==> src/rtl/seq_pattern_tx.sv <==
// Serial pattern transmitter: shifts a captured 1..PAT_W bit pattern out MSB-first,
// each bit held div+1 clocks, with one-shot/repeat modes and a 7-segment bit countdown.
module seq_pattern_tx #(
  parameter int PAT_W = 8,
  parameter int DIV_W = 8
) (
  input  logic             clk,
  input  logic             rst_n,
  input  logic             ena,
  input  logic             start,
  input  logic [PAT_W-1:0] pattern,
  input  logic [3:0]       len,
  input  logic [DIV_W-1:0] div,
  input  logic             rpt,
  input  logic             abort,
  output logic             x_out,
  output logic             bit_valid,
  output logic             busy,
  output logic             done,
  output logic [7:0]       seg
);

  localparam logic [3:0] MAX_LEN = 4'(PAT_W);

  typedef enum logic [1:0] {S_IDLE, S_SHIFT, S_DONE} state_t;

  state_t           state_q, state_d;
  logic             go_q, go_d;
  logic [15:0]      pat_q, pat_d;
  logic [3:0]       len_q, len_d;
  logic [DIV_W-1:0] div_q, div_d;
  logic             rpt_q, rpt_d;
  logic [DIV_W-1:0] cnt_q, cnt_d;
  logic [3:0]       idx_q, idx_d;
  logic [3:0]       rem_q, rem_d;
  logic             x_q, x_d;
  logic             bv_q, bv_d;
  logic             busy_q, busy_d;
  logic             done_q, done_d;
  logic [6:0]       seg_q, seg_d;

  logic [3:0]       len_eff;
  logic [3:0]       top_idx;
  logic [3:0]       nxt_idx;

  function automatic logic [6:0] hex7(input logic [3:0] v);
    case (v)
      4'h0: hex7 = 7'h3F;
      4'h1: hex7 = 7'h06;
      4'h2: hex7 = 7'h5B;
      4'h3: hex7 = 7'h4F;
      4'h4: hex7 = 7'h66;
      4'h5: hex7 = 7'h6D;
      4'h6: hex7 = 7'h7D;
      4'h7: hex7 = 7'h07;
      4'h8: hex7 = 7'h7F;
      4'h9: hex7 = 7'h6F;
      4'hA: hex7 = 7'h77;
      4'hB: hex7 = 7'h7C;
      4'hC: hex7 = 7'h39;
      4'hD: hex7 = 7'h5E;
      4'hE: hex7 = 7'h79;
      default: hex7 = 7'h71;
    endcase
  endfunction

  // Reset polarity is inherited from the existing codebase: high = in reset.
  always_ff @(posedge clk or posedge rst_n) begin
    if (rst_n) begin
      state_q <= S_IDLE;
      go_q    <= 1'b0;
      pat_q   <= '0;
      len_q   <= '0;
      div_q   <= '0;
      rpt_q   <= 1'b0;
      cnt_q   <= '0;
      idx_q   <= '0;
      rem_q   <= '0;
      x_q     <= 1'b0;
      bv_q    <= 1'b0;
      busy_q  <= 1'b0;
      done_q  <= 1'b0;
      seg_q   <= 7'h3F;
    end else begin
      state_q <= state_d;
      go_q    <= go_d;
      pat_q   <= pat_d;
      len_q   <= len_d;
      div_q   <= div_d;
      rpt_q   <= rpt_d;
      cnt_q   <= cnt_d;
      idx_q   <= idx_d;
      rem_q   <= rem_d;
      x_q     <= x_d;
      bv_q    <= bv_d;
      busy_q  <= busy_d;
      done_q  <= done_d;
      seg_q   <= seg_d;
    end
  end

  always_comb begin
    len_eff = ((len == 4'd0) || (len > MAX_LEN)) ? MAX_LEN : len;
    top_idx = len_q - 4'd1;
    nxt_idx = idx_q - 4'd1;

    state_d = state_q;
    go_d    = go_q;
    pat_d   = pat_q;
    len_d   = len_q;
    div_d   = div_q;
    rpt_d   = rpt_q;
    cnt_d   = cnt_q;
    idx_d   = idx_q;
    rem_d   = rem_q;
    x_d     = x_q;
    busy_d  = busy_q;
    bv_d    = 1'b0;
    done_d  = 1'b0;

    if (ena) begin
      if (abort) begin
        state_d = S_IDLE;
        go_d    = 1'b0;
        cnt_d   = '0;
        idx_d   = '0;
        rem_d   = '0;
        x_d     = 1'b0;
        busy_d  = 1'b0;
      end else begin
        case (state_q)
          S_IDLE: begin
            // Capture cycle and first-bit cycle are split by go_q so the
            // first bit appears one edge after start is sampled.
            if (go_q) begin
              go_d    = 1'b0;
              state_d = S_SHIFT;
              idx_d   = top_idx;
              cnt_d   = div_q;
              x_d     = pat_q[top_idx];
              bv_d    = 1'b1;
              busy_d  = 1'b1;
            end else if (start) begin
              go_d  = 1'b1;
              pat_d = 16'(pattern);
              len_d = len_eff;
              div_d = div;
              rpt_d = rpt;
              rem_d = len_eff;
            end
          end
          S_SHIFT: begin
            if (cnt_q != '0) begin
              cnt_d = cnt_q - 1'b1;
            end else if (idx_q == 4'd0) begin
              if (rpt_q) begin
                idx_d = top_idx;
                cnt_d = div_q;
                rem_d = len_q;
                x_d   = pat_q[top_idx];
                bv_d  = 1'b1;
              end else begin
                state_d = S_DONE;
                rem_d   = '0;
                x_d     = 1'b0;
                busy_d  = 1'b0;
                done_d  = 1'b1;
              end
            end else begin
              idx_d = nxt_idx;
              cnt_d = div_q;
              rem_d = rem_q - 4'd1;
              x_d   = pat_q[nxt_idx];
              bv_d  = 1'b1;
            end
          end
          default: begin
            state_d = S_IDLE;
          end
        endcase
      end
    end

    seg_d = hex7(rem_d);
  end

  assign x_out     = x_q;
  assign bit_valid = bv_q;
  assign busy      = busy_q;
  assign done      = done_q;
  assign seg       = {busy_q, seg_q};

endmodule

==> config.mk <==
export PLATFORM = sky130hd
export DESIGN_NAME = seq_pattern_tx
export DESIGN_NICKNAME = d
export VERILOG_FILES = /design/src/rtl/seq_pattern_tx.sv
export SDC_FILE = /design/constraint.sdc
export NUM_CORES = 1
export LEC_CHECK = 0
export BUFFER_PORTS_ARGS = -buffer_cell sky130_fd_sc_hd__clkbuf_2
export CAP_MARGIN = 20
export CORE_ASPECT_RATIO = 0.5
export CORE_MARGIN = 1
export CORE_UTILIZATION = 46
export CTS_CLUSTER_DIAMETER = 120
export DETAILED_ROUTE_END_ITERATION = 8
export GPL_TIMING_DRIVEN = 0
export HOLD_SLACK_MARGIN = 0.06
export PLACE_DENSITY_LB_ADDON = 0.15
export SYNTH_ARGS = -nofsm -noshare
export SYNTH_HDL_FRONTEND = slang
export SYNTH_SLANG_ARGS = --single-unit
==> constraint.sdc <==
create_clock -name clk -period 6.9 [get_ports clk]
set_input_delay 1.38 -clock clk [delete_from_list [all_inputs] [get_ports clk]]
set_output_delay 1.38 -clock clk [all_outputs]
set_load 0.005 [all_outputs]
==> results of run 1 <==
==> Yosys cell counts (all sizes together) (3+ instances only) <==
cell | instances | area share, %
dfrtp | 45 | 37
o21ai | 25 | 4.1
mux2 | 21 | 7.8
inv | 20 | 2.5
a21oi | 19 | 3.1
nor3 | 16 | 3.0
nand2 | 15 | 1.9
nor2 | 13 | 1.7
ha | 12 | 5.0
clkbuf | 9 | 1.1
nand2b | 7 | 1.4
buf | 6 | 1.4
dfstp | 6 | 5.2
a31oi | 5 | 1.0
mux4 | 5 | 3.8
nor2b | 5 | 1.0
o31ai | 5 | 1.2
nand3 | 4 | 0.66
nor3b | 4 | 0.99
mux2i | 3 | 0.99
nor4 | 3 | 0.62
xnor2 | 3 | 0.87
xor2 | 3 | 0.87
==> stage by stage <==
| stage | utilization [%] | power, W | instance area, um^2 | hold WS [ns] |
|---|---|---|---|---|
| 2_1_floorplan | - | 0.00119 | 3030 | 0.465 |
| 3_3_place_gp | 53.5 | 0.00138 | 3320 | 0.467 |
| 3_5_place_dp | 53.9 | 0.00141 | 3340 | 0.489 |
| 4_1_cts | 56.1 | 0.00166 | 3480 | 0.505 |
| 5_1_grt | 56.1 | 0.00179 | 3480 | 0.538 |
| 6_report | 56.1 | 0.00166 | 3480 | 0.502 |
==> final cells by class <==
class	count	area share, %
Buffer	15	2.16
Sequential cell	51	36.9
Inverter	20	2.16
Multi-Input combinational cell	208	45.9
Timing Repair Buffer	37	5.75
Clock buffer	6	3.70
Tap cell	88	3.16
Clock inverter	2	0.359
==> report_power, final <==
| group | switching (W) | internal [W] | total, W | leakage, nW |
|---|---|---|---|---|
| Combinational | 0.000461 | 0.000390 | 0.000851 | 0.819 |
| Sequential | 0.000121 | 0.000442 | 0.000563 | 0.631 |
| Clock | 0.000110 | 0.000134 | 0.000244 | 0.0669 |
| Total | 0.000691 | 0.000966 | 0.00166 | 1.52 |
==> worst max-delay path: cells and delay by family <==
family	cells	cell delay, ns
adder cells (fa/ha/maj)	1	0.29
AO/OA/AOI/OAI	2	0.72
AND/OR/NAND/NOR	1	0.36
buffers and inverters	4	0.52
multiplexers	1	0.53
==> worst max path at each step <==
stage,depth (start not counted),endpoint,slack [ns]
6_report,9,seg_q[3]$_DFF_PP1_,3.33
5_1_grt,9,seg_q[3]$_DFF_PP1_,3.19
4_1_cts,9,seg_q[3]$_DFF_PP1_,3.35
3_5_place_dp,9,seg_q[3]$_DFF_PP1_,3.05
3_3_place_gp,9,seg_q[3]$_DFF_PP1_,3.11
2_1_floorplan,8,seg_q[3]$_DFF_PP1_,3.53
==> registers in the layout, indices dropped and copies added (netlist names) <==
register / flops
bit_valid: 1
busy: 1
cnt_q: 8
div_q: 8
done: 1
go_q: 1
idx_q: 4
len_q: 4
pat_q: 8
rem_q: 4
rpt_q: 1
seg_q: 7
state_q: 2
x_out: 1
==> layer usage <==
| metal | GRT usage (%) | part of all wire (%) |
|---|---|---|
| met3 | 4.70 | 5.1 |
| met2 | 34.5 | 44 |
| met5 | 0 | 0 |
| met4 | 5.42 | 0.71 |
| met1 | 34.4 | 50 |
==> kinds of logic after synthesis <==
logic type      Yosys count  synth area share, %
fa+ha+maj                12                 4.95
mux                      29                 12.6
xor+xnor                  6                 1.73
flops                    51                 42.3
compound gates           81                 18.4
simple gates             80                 15.0
buf+inv                  35                 4.95
==> summary.json, run 1 <==
{
  "outcome": "finished, final reports clean",
  "tightestPinTransition_ns": 0.779,
  "total_leakage_power_nw": 1.52,
  "worstPathRequired_ns": 7.14,
  "setup.worst_path.class": "in2reg",
  "final_common_cell": "dfrtp_1",
  "cts_setup_buffers": 0,
  "cp.arrival_ns": 3.80,
  "r2r-end": "seg_q[3]$_DFF_PP1_",
  "synth.yosys.seq_area_share_pct": 42.3,
  "fin_skew_ns": 0.00704,
  "rr_startpoint": "idx_q[0]$_DFFE_PP0P_",
  "r2r.worst_path.cells": 11,
  "totalWireLength_mm": 7.16,
  "powerDensity_nw_per_um2": 476,
  "synth-edff-count": 0,
  "grt_overflow": 0,
  "worstHoldEndpoint": "x_out$_DFFE_PP0P_",
  "final-instance-count-excl-fill": 427,
  "ys_seq_elements": 51,
  "timing.critical_path.slowest_stage_cell": "a21oi_1",
  "placedCellCount": 419,
  "critPathLaunchType": "input port",
  "setup_total_negative_slack_ns": 0,
  "htree_num_levels": 2,
  "grt_pass1_vias": 2334,
  "clock_insertion_delay_worst_skew_ns": 0.29,
  "dr_pass1_iterations": 4,
  "syn2layout_area_growth_pct": 14.9,
  "worst_path_largest_cell_delay_ns": 0.53,
  "number_of_antenna_violations_at_the_first_check_in_global_routing": 0,
  "cts.sink_count": 51,
  "synth_nets": 332,
  "grt_first_pass_wirelength_mm": 11.8,
  "row_count": 20,
  "postSynthCellCount": 294,
  "multi_input_area_um2": 1600,
  "largest_net_degree_at_the_start_of_global_routing": 43,
  "fillerInstances": 604,
  "number_of_inserted_diodes": 0,
  "die_width_um": 117,
  "setup_ws_ns": 3.33,
  "core_um2": 6210,
  "synth_top_flop_cell": "dfrtp_1",
  "path_cells": "clkbuf_2 > buf_4 > or2b_2 > o21a_1 > a21oi_1 > inv_1 > ha_1 > mux4_1 > inv_1",
  "report.final.hold_viol_count": 0,
  "place.gp.congestion": 0.949,
  "timing.max_cap.violations": 0,
  "worst_ir_drop_vdd_mv": 0.214,
  "die-area_um2": 6940,
  "cts_made_buffers": 5,
  "grt_setup_unrepaired": "false",
  "io_pins": 38,
  "clock_pin_slew_of_the_registers_on_the_worst_case_setup_and_hold_paths_ns": 0.07,
  "drtIter0Drc": 177,
  "vias": 2445,
  "clk_path_buf_depth": 2,
  "maxClockFrequency_mhz": 280,
  "finalCriticalPeriod_ns": 3.57,
  "path_max_fanout": 10,
  "ys_async_sr_fraction_pct": 100,
  "dpl_worst_slack_ns": 3.05,
  "cp-startpoint": "ena",
  "drive_gt1_share_pct": 25.1,
  "floorplan.die.height_um": 59.4,
  "register_area_um2": 1280,
  "port-buffer-count": 36,
  "drc": 0,
  "maxSlewHeadroom_pct": 47.4,
  "synth_area_per_cell_um2": 10.3,
  "ctsHoldBuffers": 0,
  "synth.lib_cells_used.distinct": 65,
  "hpwlAfterDp_mm": 5.39,
  "drt-wirelength-per-cell_um": 16.8,
  "cts_resized": 0,
  "hp-start": "x_out$_DFFE_PP0P_",
  "cts_tree": "built",
  "hold_depth": 2,
  "setup.worst_path.end_class": "register",
  "setup_violations": 0,
  "cts_root_buf": "clkbuf_16",
  "yosys_warnings": 0,
  "slew_viol_final": 0,
  "starting_density_of_the_core_pct": 48.9,
  "grt_use_total_pct": 23.1,
  "layout.nets": 376,
  "detail_route.vias_per_cell": 5.73,
  "reg2reg_setup_slack_ns": 3.58,
  "most-common-layout-cells": "45 x dfrtp_1, 36 x clkbuf_2, 19 x a21oi_1",
  "synth.cell_area_um2": 3030,
  "cp_common_cell": "inv_1",
  "timing.hold.worst.class": "reg2reg",
  "layout_worst_path_cycle_share_pct": 51.7,
  "ant_nets": 0
}
(Power assumes the default switching activity.)
==> run 2, diff against run 1 <==
- clock period: 6.9 -> 3.3 ns (I/O delays scaled with it)
==> run 2 against run 1 <==
Net effect:
- routed wire length up 0.57%
- combinational power increased by 110%
- final cell count unchanged
- critical endpoint unchanged
- highest routed layer unchanged
- sequential power rose by 110%
==> summary.json, run 2 (same netlist as run 1, synthesis figures left out) <==
{
  "outcome": {"value": "finished, final reports clean", "change": "unchanged"},
  "grt_first_pass_wirelength": {"value": 11.8, "unit": "mm", "change": "unchanged"},
  "timing.max_cap.violations": {"value": 0, "change": "unchanged"},
  "cts_made_buffers": {"value": 5, "change": "unchanged"},
  "syn2layout_area_growth": {"value": 15.1, "unit": "%", "change": "was 14.9%"},
  "hpwlAfterDp": {"value": 5.39, "unit": "mm", "change": "unchanged"},
  "reg_top3": {"value": "cnt_q: 8 flops, div_q: 8 flops, pat_q: 8 flops", "change": "unchanged"},
  "setup_total_negative_slack": {"value": 0, "unit": "ns", "change": "unchanged"},
  "rr_startpoint": {"value": "idx_q[0]$_DFFE_PP0P_", "change": "unchanged"},
  "critPathLaunchType": {"value": "register", "change": "was input port"},
  "cts_root_buf": {"value": "clkbuf_16", "change": "unchanged"},
  "maxSlewHeadroom": {"value": 44.9, "unit": "%", "change": "was 47.4%"},
  "netSwitchingFraction": {"value": 41.7, "unit": "%", "change": "about the same"},
  "drc": {"value": 0, "change": "unchanged"},
  "comb_power_share": {"value": 51.5, "unit": "%", "change": "was 51.3%"},
  "ant_nets": {"value": 0, "change": "unchanged"},
  "clock_power_share": {"value": 14.7, "unit": "%", "change": "about the same"},
  "die_width": {"value": 117, "unit": "um", "change": "unchanged"},
  "drtIter0Drc": {"value": 181, "change": "was 177"},
  "cts.sink_count": {"value": 51, "change": "unchanged"},
  "dr_pass1_iterations": {"value": 4, "change": "unchanged"},
  "layout.nets": {"value": 376, "change": "unchanged"},
  "grt_pass1_vias": {"value": 2334, "change": "unchanged"},
  "total_leakage_power": {"value": 1.52, "unit": "nW", "change": "about the same"},
  "largest_net_degree_at_the_start_of_global_routing": {"value": 43, "change": "unchanged"},
  "die-area": {"value": 6940, "unit": "um^2", "change": "unchanged"},
  "place.gp.congestion": {"value": 0.949, "change": "unchanged"},
  "vias": {"value": 2447, "change": "was 2445"},
  "seq_power_share": {"value": 33.7, "unit": "%", "change": "was 33.9%"},
  "row_count": {"value": 20, "change": "unchanged"},
  "grt_setup_unrepaired": {"value": "false", "change": "unchanged"},
  "port-buffer-count": {"value": 36, "change": "unchanged"},
  "fin_skew": {"value": 0.00716, "unit": "ns", "change": "was 0.00704 ns"},
  "starting_density_of_the_core": {"value": 48.9, "unit": "%", "change": "unchanged"},
  "postPlaceCellArea": {"value": 3340, "unit": "um^2", "change": "unchanged"},
  "floorplan.die.height": {"value": 59.4, "unit": "um", "change": "unchanged"},
  "maxClockFrequency_mhz": 320,
  "finalCriticalPeriod_ns": 3.12,
  "dpl_worst_slack": {"value": 0.0329, "unit": "ns", "change": "was 3.05 ns"},
  "io_pins": {"value": 38, "change": "unchanged"},
  "fillerInstances": {"value": 601, "change": "was 604"},
  "cts_tree": {"value": "built", "change": "unchanged"},
  "report.final.hold_viol_count": {"value": 0, "change": "unchanged"},
  "worst_ir_drop_vdd": {"value": 0.447, "unit": "mV", "change": "was 0.214 mV"},
  "grt_use_total": {"value": 23.1, "unit": "%", "change": "unchanged"},
  "detail_route.vias_per_cell": {"value": 5.73, "change": "about the same"},
  "reg2reg_setup_slack": {"value": 0.18, "unit": "ns", "change": "was 3.58 ns"},
  "timing.hold.worst.class": {"value": "in2async", "change": "was reg2reg"},
  "slew_viol_final": {"value": 0, "change": "unchanged"},
  "drt-wirelength-per-cell": {"value": 16.9, "unit": "um", "change": "was 16.8 um"},
  "finish.instance_area": {"value": 3490, "unit": "um^2", "change": "was 3480 um^2"},
  "final_common_cell": {"value": "dfrtp_1", "change": "unchanged"},
  "clock_pin_slew_of_the_registers_on_the_worst_case_setup_and_hold_paths": {"value": 0.07, "unit": "ns", "change": "about the same"},
  "tightestPinTransition": {"value": 0.816, "unit": "ns", "change": "was 0.779 ns"},
  "setup.worst_path.class": {"value": "reg2reg", "change": "was in2reg"},
  "setup_violations": {"value": 0, "change": "unchanged"},
  "number_of_inserted_diodes": {"value": 0, "change": "unchanged"},
  "placedCellCount": {"value": 419, "change": "unchanged"},
  "power.internal": {"value": 0.00203, "unit": "W", "change": "was 0.000966 W"},
  "drive_gt1_share": {"value": 25.4, "unit": "%", "change": "was 25.1%"},
  "core": {"value": 6210, "unit": "um^2", "change": "unchanged"},
  "path_max_fanout": {"value": 10, "change": "unchanged"},
  "htree_num_levels": {"value": 2, "change": "unchanged"},
  "powerDensity": {"value": 996, "unit": "nW/um^2", "change": "was 476 nW/um^2"},
  "grt_overflow": {"value": 0, "change": "unchanged"},
  "final-instance-count-excl-fill": {"value": 427, "change": "unchanged"},
  "most-common-layout-cells": {"value": "45 x dfrtp_1, 36 x clkbuf_2, 18 x a21oi_1, 18 x inv_1, 15 x nor3_1", "change": "was 45 x dfrtp_1, 36 x clkbuf_2, 19 x a21oi_1"},
  "setup_ws": {"value": 0.178, "unit": "ns", "change": "was 3.33 ns"},
  "totalWireLength": {"value": 7.20, "unit": "mm", "change": "was 7.16 mm"},
  "worstPathRequired": {"value": 3.54, "unit": "ns", "change": "was 7.14 ns"},
  "clock_insertion_delay_worst_skew": {"value": 0.29, "unit": "ns", "change": "about the same"},
  "number_of_antenna_violations_at_the_first_check_in_global_routing": {"value": 0, "change": "unchanged"},
  "layout_worst_path_cycle_share_pct": 94.6,
  "setup.worst_path.end_class": {"value": "register", "change": "unchanged"},
  "p_sw": {"value": 0.00145, "unit": "W", "change": "was 0.000691 W"},
  "r2r.worst_path.cells": {"value": 11, "change": "unchanged"},
  "finish.utilization": {"value": 56.2, "unit": "%", "change": "was 56.1%"},
  "r2r-end": {"value": "seg_q[3]$_DFF_PP1_", "change": "unchanged"},
  "cp.arrival": {"value": 3.36, "unit": "ns", "change": "was 3.80 ns"},
  "clk_path_buf_depth": {"value": 2, "change": "unchanged"}
}
## run 2: changes by cell type in the layout (fill, tap and decap cells not counted), sizes merged
cell	before	now
buf	7	6
clkbuf	51	52
## run 2: layout make-up
cell class | instances | area [um^2] | share of cell area [%]
Multi-Input combinational cell | 208 | 1600 | 45.9
Sequential cell | 51 | 1280 | 36.8
Timing Repair Buffer | 37 | 200 | 5.74
Clock buffer | 6 | 129 | 3.69
Tap cell | 88 | 110 | 3.16
Buffer | 15 | 77.6 | 2.22
Inverter | 20 | 75.1 | 2.15
Clock inverter | 2 | 12.5 | 0.359
## run 2: power by group through the flow
stage          clock network, W  registers [W]  logic, W
2_1_floorplan                 0        0.00111   0.00138
3_3_place_gp                  0        0.00116   0.00172
3_5_place_dp                  0        0.00118   0.00176
4_1_cts                0.000525        0.00117   0.00177
5_1_grt                0.000548        0.00122   0.00199
6_report               0.000513        0.00117   0.00179
## run 2: worst max-delay path: stages, from the launching register on
cell	delay (ns)
dfrtp_1	0.46
inv_1	0.15
ha_1	0.18
nor3b_1	0.26
clkbuf_4	0.26
mux2_1	0.35
a221oi_2	0.30
o22a_2	0.24
inv_1	0.08
ha_1	0.20
mux4_1	0.52
inv_1	0.07
## run 2: routing by layer
| metal | global-route usage, % | up-vias | part of all wire (%) |
|---|---|---|---|
| li1 | - | 1163 | - |
| met5 | 0 | - | 0 |
| met4 | 5.42 | 0 | 0.33 |
| met3 | 4.70 | 2 | 5.4 |
| met1 | 34.4 | 1214 | 50 |
| met2 | 34.5 | 68 | 44 |
## run 2: how the worst max path moves through the flow
stage / start / endpoint / slack (ns) / cells after the start
global route: idx_q[0]$_DFFE_PP0P_ / seg_q[3]$_DFF_PP1_ / 0.005 / 11
CTS: idx_q[0]$_DFFE_PP0P_ / seg_q[3]$_DFF_PP1_ / 0.0005 / 11
global placement: idx_q[0]$_DFFE_PP0P_ / seg_q[3]$_DFF_PP1_ / 0.07 / 11
detailed placement: idx_q[0]$_DFFE_PP0P_ / seg_q[3]$_DFF_PP1_ / 0.03 / 11
floorplan: idx_q[0]$_DFFE_PP0P_ / seg_q[3]$_DFF_PP1_ / 0.62 / 11
finish: idx_q[0]$_DFFE_PP0P_ / seg_q[3]$_DFF_PP1_ / 0.18 / 11
## run 2: metrics by stage
stage          hold WS [ns]  power (W)
2_1_floorplan         0.465    0.00248
3_3_place_gp          0.467    0.00288
3_5_place_dp          0.489    0.00294
4_1_cts               0.268    0.00347
5_1_grt               0.279    0.00376
6_report              0.262    0.00348
## run 2: timing repair
item	in CTS	in global routing
buffers inserted	0	0
endpoints found under the setup margin	0	4
gates resized for setup	0	2
hold buffers	0	0
